`config.mk`:
```
export PLATFORM = sky130hd
export DESIGN_NAME = my_mc_datapath_flat
export DESIGN_NICKNAME = d
export VERILOG_FILES = /design/src/rtl/my_mc_datapath_if.sv /design/src/rtl/my_mc_datapath.sv /design/src/flat_wrapper.sv
export SDC_FILE = /design/constraint.sdc
export NUM_CORES = 2
export LEC_CHECK = 0
export BUFFER_PORTS_ARGS = -buffer_cell sky130_fd_sc_hd__buf_2
export CORE_MARGIN = 3
export CORE_UTILIZATION = 64
export CTS_CLUSTER_SIZE = 25
export DETAILED_ROUTE_END_ITERATION = 7
export PLACE_DENSITY = 0.82
export RECOVER_POWER = 100
export SLEW_MARGIN = 10
export SYNTH_ARGS = -nofsm -noshare
export SYNTH_HDL_FRONTEND = slang
export SYNTH_SLANG_ARGS = --single-unit
```
`constraint.sdc`:
```
create_clock -name clk -period 6.7 [get_ports clk]
set_input_delay 0.335 -clock clk [delete_from_list [all_inputs] [get_ports clk]]
set_output_delay 0.335 -clock clk [all_outputs]
set_load 0.05 [all_outputs]
```
`src/rtl/my_mc_datapath_if.sv`:
```
// rtl/my_mc_datapath_if.sv - instruction and data memory handshake bundle
interface my_mc_datapath_if;
    logic        imem_req;
    logic [31:0] imem_addr;
    logic        imem_ready;
    logic [31:0] imem_rdata;
    logic        dmem_re;
    logic        dmem_we;
    logic [31:0] dmem_addr;
    logic [31:0] dmem_wdata;
    logic        dmem_ready;
    logic [31:0] dmem_rdata;

    modport master (
        output imem_req, imem_addr,
        input  imem_ready, imem_rdata,
        output dmem_re, dmem_we, dmem_addr, dmem_wdata,
        input  dmem_ready, dmem_rdata
    );

    modport slave (
        input  imem_req, imem_addr,
        output imem_ready, imem_rdata,
        input  dmem_re, dmem_we, dmem_addr, dmem_wdata,
        output dmem_ready, dmem_rdata
    );
endinterface

```
`src/rtl/my_mc_datapath.sv`:
```
// rtl/my_mc_datapath.sv - multi-cycle RV32-style datapath, FETCH/DECODE/EXEC/MEM/WB with fault state
module my_mc_datapath #(
    parameter logic [31:0] RESET_PC     = 32'h0000_0000,
    parameter int unsigned WAIT_TIMEOUT = 15
) (
    input  logic        clk,
    input  logic        rst,
    my_mc_datapath_if.master bus,
    output logic [31:0] inst_out,
    input  logic [3:0]  ALU_Control,
    input  logic [2:0]  ImmSel,
    input  logic [1:0]  MemtoReg,
    input  logic        ALUSrc_B,
    input  logic        Jump,
    input  logic        Branch,
    input  logic        InverseBranch,
    input  logic        PCOffset,
    input  logic        RegWrite,
    input  logic        MemRead,
    input  logic        MemWrite,
    output logic [31:0] PC_out,
    output logic [2:0]  state,
    output logic        retire,
    output logic        bus_err,
    input  logic [4:0]  dbg_addr,
    output logic [31:0] dbg_data
);
    localparam logic [2:0] FETCH  = 3'd0;
    localparam logic [2:0] DECODE = 3'd1;
    localparam logic [2:0] EXEC   = 3'd2;
    localparam logic [2:0] MEM    = 3'd3;
    localparam logic [2:0] WB     = 3'd4;
    localparam logic [2:0] ERR    = 3'd5;

    logic [31:0] pc, ir, a, b, imm, alu_out, mdr;
    logic        z;
    logic [31:0] wait_cnt;
    logic [31:0] regs [32];

    logic [31:0] imm_gen, opb, alu_res;
    logic [31:0] pc_plus4, tgt, pc_next, wdata;
    logic        taken, misaligned, timeout_hit;
    logic [4:0]  rd;

    // ImmSel: 0 I-type, 1 S-type, 2 B-type, 3 U-type, 4 J-type
    always_comb begin
        imm_gen = {{20{ir[31]}}, ir[31:20]};
        case (ImmSel)
            3'd1: imm_gen = {{20{ir[31]}}, ir[31:25], ir[11:7]};
            3'd2: imm_gen = {{19{ir[31]}}, ir[31], ir[7], ir[30:25], ir[11:8], 1'b0};
            3'd3: imm_gen = {ir[31:12], 12'b0};
            3'd4: imm_gen = {{11{ir[31]}}, ir[31], ir[19:12], ir[20], ir[30:21], 1'b0};
            default: imm_gen = {{20{ir[31]}}, ir[31:20]};
        endcase
    end

    assign opb = ALUSrc_B ? imm_gen : b;

    // ALU_Control: 0 add, 1 sub, 2 and, 3 or, 4 xor, 5 sll, 6 srl, 7 sra, 8 slt, 9 sltu, 10 pass B
    always_comb begin
        alu_res = a + opb;
        case (ALU_Control)
            4'd1:  alu_res = a - opb;
            4'd2:  alu_res = a & opb;
            4'd3:  alu_res = a | opb;
            4'd4:  alu_res = a ^ opb;
            4'd5:  alu_res = a << opb[4:0];
            4'd6:  alu_res = a >> opb[4:0];
            4'd7:  alu_res = $unsigned($signed(a) >>> opb[4:0]);
            4'd8:  alu_res = {31'b0, $signed(a) < $signed(opb)};
            4'd9:  alu_res = {31'b0, a < opb};
            4'd10: alu_res = opb;
            default: alu_res = a + opb;
        endcase
    end

    assign pc_plus4   = pc + 32'd4;
    assign tgt        = PCOffset ? {alu_out[31:1], 1'b0} : pc + imm;
    assign taken      = Jump | (Branch & (InverseBranch ? ~z : z));
    assign pc_next    = taken ? tgt : pc_plus4;
    assign misaligned = taken & (tgt[1:0] != 2'b00);
    assign rd         = ir[11:7];

    always_comb begin
        wdata = alu_out;
        case (MemtoReg)
            2'd1: wdata = mdr;
            2'd2: wdata = Jump ? pc_plus4 : tgt;
            2'd3: wdata = imm;
            default: wdata = alu_out;
        endcase
    end

    assign timeout_hit = (WAIT_TIMEOUT != 0) && (wait_cnt + 32'd1 == WAIT_TIMEOUT);

    always_ff @(posedge clk) begin
        if (rst) begin
            state    <= FETCH;
            pc       <= RESET_PC;
            ir       <= '0;
            a        <= '0;
            b        <= '0;
            imm      <= '0;
            alu_out  <= '0;
            mdr      <= '0;
            z        <= 1'b0;
            wait_cnt <= '0;
            for (int i = 0; i < 32; i++) regs[i] <= '0;
        end else begin
            case (state)
                FETCH: begin
                    if (bus.imem_ready) begin
                        ir    <= bus.imem_rdata;
                        state <= DECODE;
                    end else if (timeout_hit) begin
                        state <= ERR;
                    end else begin
                        wait_cnt <= wait_cnt + 32'd1;
                    end
                end
                DECODE: begin
                    a     <= (ir[19:15] == 5'd0) ? '0 : regs[ir[19:15]];
                    b     <= (ir[24:20] == 5'd0) ? '0 : regs[ir[24:20]];
                    state <= EXEC;
                end
                EXEC: begin
                    // IMM is captured here so ImmSel is only looked at while controls are valid
                    imm     <= imm_gen;
                    alu_out <= alu_res;
                    z       <= (alu_res == 32'd0);
                    if (MemRead | MemWrite) begin
                        wait_cnt <= '0;
                        state    <= MEM;
                    end else begin
                        state <= WB;
                    end
                end
                MEM: begin
                    if (bus.dmem_ready) begin
                        mdr   <= bus.dmem_rdata;
                        state <= WB;
                    end else if (timeout_hit) begin
                        state <= ERR;
                    end else begin
                        wait_cnt <= wait_cnt + 32'd1;
                    end
                end
                WB: begin
                    if (misaligned) begin
                        state <= ERR;
                    end else begin
                        if (RegWrite && rd != 5'd0) regs[rd] <= wdata;
                        pc       <= pc_next;
                        wait_cnt <= '0;
                        state    <= FETCH;
                    end
                end
                ERR: state <= ERR;
                default: state <= ERR;
            endcase
        end
    end

    assign bus.imem_req   = (state == FETCH);
    assign bus.imem_addr  = pc;
    assign bus.dmem_we    = (state == MEM) & MemWrite;
    assign bus.dmem_re    = (state == MEM) & MemRead & ~MemWrite;
    assign bus.dmem_addr  = alu_out;
    assign bus.dmem_wdata = b;

    assign inst_out = ir;
    assign PC_out   = pc;
    assign retire   = (state == WB) & ~misaligned;
    assign bus_err  = (state == ERR);
    assign dbg_data = (dbg_addr == 5'd0) ? '0 : regs[dbg_addr];
endmodule
```
`src/flat_wrapper.sv`:
```
// flat-port wrapper written by rule: the top's interface ports become plain ports
module my_mc_datapath_flat 
#(
    parameter logic [31:0] RESET_PC     = 32'h0000_0000,
    parameter int unsigned WAIT_TIMEOUT = 15
)
  (clk, rst, inst_out, ALU_Control, ImmSel, MemtoReg, ALUSrc_B, Jump, Branch, InverseBranch, PCOffset, RegWrite, MemRead, MemWrite, PC_out, state, retire, bus_err, dbg_addr, dbg_data, bus_imem_req, bus_imem_addr, bus_imem_ready, bus_imem_rdata, bus_dmem_re, bus_dmem_we, bus_dmem_addr, bus_dmem_wdata, bus_dmem_ready, bus_dmem_rdata);
  my_mc_datapath_if bus_i ();
  input  logic clk;
  input  logic rst;
  output logic [31:0] inst_out;
  input  logic [3:0] ALU_Control;
  input  logic [2:0] ImmSel;
  input  logic [1:0] MemtoReg;
  input  logic ALUSrc_B;
  input  logic Jump;
  input  logic Branch;
  input  logic InverseBranch;
  input  logic PCOffset;
  input  logic RegWrite;
  input  logic MemRead;
  input  logic MemWrite;
  output logic [31:0] PC_out;
  output logic [2:0] state;
  output logic retire;
  output logic bus_err;
  input  logic [4:0] dbg_addr;
  output logic [31:0] dbg_data;
  output wire logic [$bits(bus_i.imem_req)-1:0] bus_imem_req;
  output wire logic [$bits(bus_i.imem_addr)-1:0] bus_imem_addr;
  input wire logic [$bits(bus_i.imem_ready)-1:0] bus_imem_ready;
  input wire logic [$bits(bus_i.imem_rdata)-1:0] bus_imem_rdata;
  output wire logic [$bits(bus_i.dmem_re)-1:0] bus_dmem_re;
  output wire logic [$bits(bus_i.dmem_we)-1:0] bus_dmem_we;
  output wire logic [$bits(bus_i.dmem_addr)-1:0] bus_dmem_addr;
  output wire logic [$bits(bus_i.dmem_wdata)-1:0] bus_dmem_wdata;
  input wire logic [$bits(bus_i.dmem_ready)-1:0] bus_dmem_ready;
  input wire logic [$bits(bus_i.dmem_rdata)-1:0] bus_dmem_rdata;
  assign bus_imem_req = bus_i.imem_req;
  assign bus_imem_addr = bus_i.imem_addr;
  assign bus_i.imem_ready = bus_imem_ready;
  assign bus_i.imem_rdata = bus_imem_rdata;
  assign bus_dmem_re = bus_i.dmem_re;
  assign bus_dmem_we = bus_i.dmem_we;
  assign bus_dmem_addr = bus_i.dmem_addr;
  assign bus_dmem_wdata = bus_i.dmem_wdata;
  assign bus_i.dmem_ready = bus_dmem_ready;
  assign bus_i.dmem_rdata = bus_dmem_rdata;
  my_mc_datapath #(.RESET_PC(RESET_PC), .WAIT_TIMEOUT(WAIT_TIMEOUT)) u_core (.clk(clk), .rst(rst), .bus(bus_i), .inst_out(inst_out), .ALU_Control(ALU_Control), .ImmSel(ImmSel), .MemtoReg(MemtoReg), .ALUSrc_B(ALUSrc_B), .Jump(Jump), .Branch(Branch), .InverseBranch(InverseBranch), .PCOffset(PCOffset), .RegWrite(RegWrite), .MemRead(MemRead), .MemWrite(MemWrite), .PC_out(PC_out), .state(state), .retire(retire), .bus_err(bus_err), .dbg_addr(dbg_addr), .dbg_data(dbg_data));
endmodule
```
==> results of run 1 <==
-- routing by layer --
metal	global-route usage	overflow
met5	0.375	0
met4	0.698	19
met3	0.590	3
met2	0.881	22
met1	0.741	4
-- stage by stage --
stage          hold WS, ps  worst slack, ps  cell area (µm²)  utilization  cells
2_1_floorplan          433             1220            84200            -   7290
3_5_place_dp           450              574            87800        0.675   8855
4_1_cts                227              802            93100        0.716   9190
3_3_place_gp           440              632            87800        0.675   8855
-- synth_stat cells (124+ instances only) --
library cell,instances,area [µm²]
clkbuf_1,555,2080
nand2_1,488,1830
edfxtp_1,1024,30700
ha_1,132,1650
a21oi_1,432,2160
dfxtp_1,270,5410
o21ai_0,227,1140
mux2i_1,147,1470
mux4_2,970,21800
nand3_1,150,751
buf_1,131,492
nor2_1,1474,5530
inv_1,124,465
-- logic make-up after synthesis --
kind of cell | after synthesis | synth area share
adders and majority gates | 135 | 0.0204
and+or+nand+nor | 2470 | 0.123
DFF | 1294 | 0.430
buffers and inverters | 875 | 0.0413
xor gates and xnor gates | 84 | 0.00875
AOI/OAI and AO/OA | 1267 | 0.0970
other | 1 | 0.0000446
muxes | 1133 | 0.279
==> results.txt, run 1 <==
Maximum number of pins on one net before global-route repair: 125
Die W: 369 µm
Last step reached: global routing (5_1_grt)
GRT Residual Overflow: 48
Register area share after synthesis: 0.430
TritonCTS Buffers: 140
Num rows: 132
Clock Sinks: 1294
CTS H-tree lvls: 4
Post-Synthesis Cell Area: 84100 µm²
Largest buffer count on any clock path: 3
Die H: 369 µm
Antenna violations before repair: 61
Yosys Warn Count: 0
Synth unique cells: 93
Synth Register Bits: 1294
Err: [ERROR GRT-0232] Routing congestion too high. Check the congestion heatmap in the GUI.
Status: aborted with a tool error
Cell count after synthesis: 7259
Io pins: 290
Total routing usage reported by global routing: 0.732
Dpl hpwl: 255000 µm
Postcts setup bufs: 0
Async set-or-reset flop fraction in the synthesized netlist: 0
Post-synth EDFFs: 1024
CTS resizes: 0
Most common flop cell mapped by yosys: edfxtp_1
Syn_area_per_cell: 11.6 µm²
Global placement routability congestion: 1.10
Port-buffer cells: 289
Starting Density: 0.647
CTS Hold Bufs: 78
Root buffer cell: clkbuf_16
==> run 2: changes to the inputs <==
- CORE_UTILIZATION: 64 -> 40
- CTS_CLUSTER_SIZE: 25 -> not set
- PLACE_DENSITY: 0.82 -> not set
- PLACE_DENSITY_LB_ADDON: not set -> 0.15
==> run 2 against run 1 <==
  * The flow now finishes, with violations (capacitance limit, slew limit)
  * Area after synthesis unchanged
  * Synthesized cell count unchanged
==> results.txt, run 2 <==
Crit path kind: input pin to flop
P&R area growth vs syn: 12.8%
Commonest non-fill, non-tap cells in the layout: 1473 x nor2_1, 1024 x edfxtp_1, 970 x mux4_2
Failing checks: capacitance limit, slew limit
Synth unique cells: 93 (unchanged)
Dpl ws: 426 ps (was 574 ps)
Top cells by area, synth: edfxtp_1 37%, mux4_2 26%, nor2_1 6.6% (unchanged)
GRT Residual Overflow: 0
Syn_area_per_cell: 11.6 µm² (unchanged)
Status: finished, violations left (was aborted with a tool error)
Die H: 465 µm (was 369 µm)
Global placement routability congestion: 1.05 (was 1.10)
Most common flop cell mapped by yosys: edfxtp_1 (unchanged)
Fmax: 158 MHz
Num rows: 167 (was 132)
CP Capture Type: flop
Async set-or-reset flop fraction in the synthesized netlist: 0 (unchanged)
Core ar.: 208000 µm²
Hold Violations, Final: 0
Metal3 WL: 40600 µm
Clock Sinks: 1294 (unchanged)
Leakage power: 31.4 nW
Final Total Pwr: 22.8 mW
Hold crit path type: input pin to flop
Fraction of final layout cells sized beyond drive strength 1: 0.226
CTS H-tree lvls: 4 (unchanged)
Top-count cell post-synth: nor2_1 (unchanged)
Max FO, Critical Path: 61
Met2 WL: 183000 µm
Clock Skew: 65.8 ps
Post-synth EDFFs: 1024 (unchanged)
Final net count: 7603
Synth area leader: edfxtp_1 (unchanged)
Min Hold Slack: 64.2 ps
Unrepaired setup endpoints after global routing: false
Worst IR drop on VDD: 0.281 mV
Slew Viols, Final: 1409
Starting Density: 0.404 (was 0.647)
Die area: 216000 µm²
Root buffer cell: clkbuf_16 (unchanged)
Total routing usage reported by global routing: 0.360
Die W: 465 µm (was 369 µm)
Max cap viols: 38
Maximum number of pins on one net before global-route repair: 95
Final TNS setup: 0 ps
Biggest register: u_core.regs
Post-Synthesis Cell Area: 84100 µm² (unchanged)
Clock Latency Late Sink: 840 ps
CP required: 7210 ps
CTS tree: yes
Vias in the first global route: 66800
TritonCTS Buffers: 154 (was 140)
Crit path DAT: 6850 ps
Actual slew at the worst max-slew pin: 4000 ps
Total wire length: 397000 µm
Final period util: 0.946
Yosys Warn Count: 0 (unchanged)
Iter 0 DRT Violations: 10600
Crit path time final: 6340 ps
Max reg flops: 1024
Postcts setup bufs: 0 (unchanged)
CTS resizes: 0 (unchanged)
CTS Hold Bufs: 93 (was 78)
Io pins: 290 (unchanged)
Crit start category: input pin
Cell count after synthesis: 7259 (unchanged)
TritonRoute pass-1 iters: 5
Synth cell count leaders: 1474 x nor2_1, 1024 x edfxtp_1, 970 x mux4_2 (unchanged)
Worst setup slack after layout: 360 ps
Port-buffer cells: 289 (unchanged)
Vias: 69600
Per-cell routed wire length: 38.5 µm
Top sig layer: met5
DRC errors left: 0
Antenna violations before repair: 27
Via/cell ratio: 6.76
Leading cell type in the layout, fill and taps excluded: nor2_1
Post-place instance area: 89500 µm² (was 87800 µm²)
P per Cell Area: 241 nW/µm²
Register area share after synthesis: 0.430 (unchanged)
First-pass GRT wire length: 545000 µm
Clk slew on worst S/H paths: 60 ps
Worst rel slew slack: -1.67
Largest buffer count on any clock path: 3 (unchanged)
Synth top area share: 0.366 (unchanged)
Final setup vio count: 0
ANT nets after route: 0
Synth Register Bits: 1294 (unchanged)
Metal1 wirelength: 146000 µm
Fin area: 94900 µm²
Dpl hpwl: 266000 µm (was 255000 µm)
==> run 2: cell counts after synthesis <==
No cell type changed its count.
==> run 2: cell type report <==
class	count	area (µm²)
clock inverters	76	851
flip-flops and latches	1294	36200
multi-input cells	5121	45000
fillers	19300	113000
repair buffers	680	4690
diodes	9	22.5
inverters	127	479
well taps	2788	3490
clock buffers	206	4200
==> run 2: power by group <==
group	leakage (nW)	switching [mW]	total, mW	internal, mW
registers	12.7	0.426	9.38	8.95
logic	16.2	3.13	4.89	1.76
clock network	2.43	3.68	8.58	4.90
==> run 2: worst paths after layout <==
kind | cells past startpoint | slack [ps] | startpoint | to
worst max register to register | 17 | 580 | u_core.inst_out[9] | u_core.z
worst max-delay path | 6 | 360 | rst | u_core.regs[10][7]
worst min-delay path | 5 | 60 | bus_imem_ready | u_core.state[2]
worst min register to register | 2 | 460 | u_core.mdr[1] | u_core.mdr[1]
==> run 2: layer usage <==
layer	GRT usage	up-vias
met5	0	-
met4	0.199	12
met3	0.0798	1047
met2	0.569	4685
met1	0.460	35800
li1	-	28100
==> run 2: cell families after synthesis <==
group	count (synthesis)	synth area share
buffers and inverters	875	0.0413
DFF	1294	0.430
other	1	0.0000446
muxes	1133	0.279
xor gates and xnor gates	84	0.00875
adders and majority gates	135	0.0204
and+or+nand+nor	2470	0.123
AOI/OAI and AO/OA	1267	0.0970
==> run 2: metrics by stage <==
stage | utilization | cells
6_report | 0.456 | 10300
5_1_grt | 0.456 | 10300
4_1_cts | 0.459 | 10300
3_5_place_dp | 0.430 | 9917
3_3_place_gp | 0.430 | 9917
2_1_floorplan | - | 7290
==> run 2: worst max-delay path, stage by stage <==
cell           delay [ps]
dlygate4sd3_1         530
clkbuf_1             2800
inv_2                 240
clkbuf_2              970
nand2_1              1470
buf_4                 370
(Power assumes the default switching activity.)
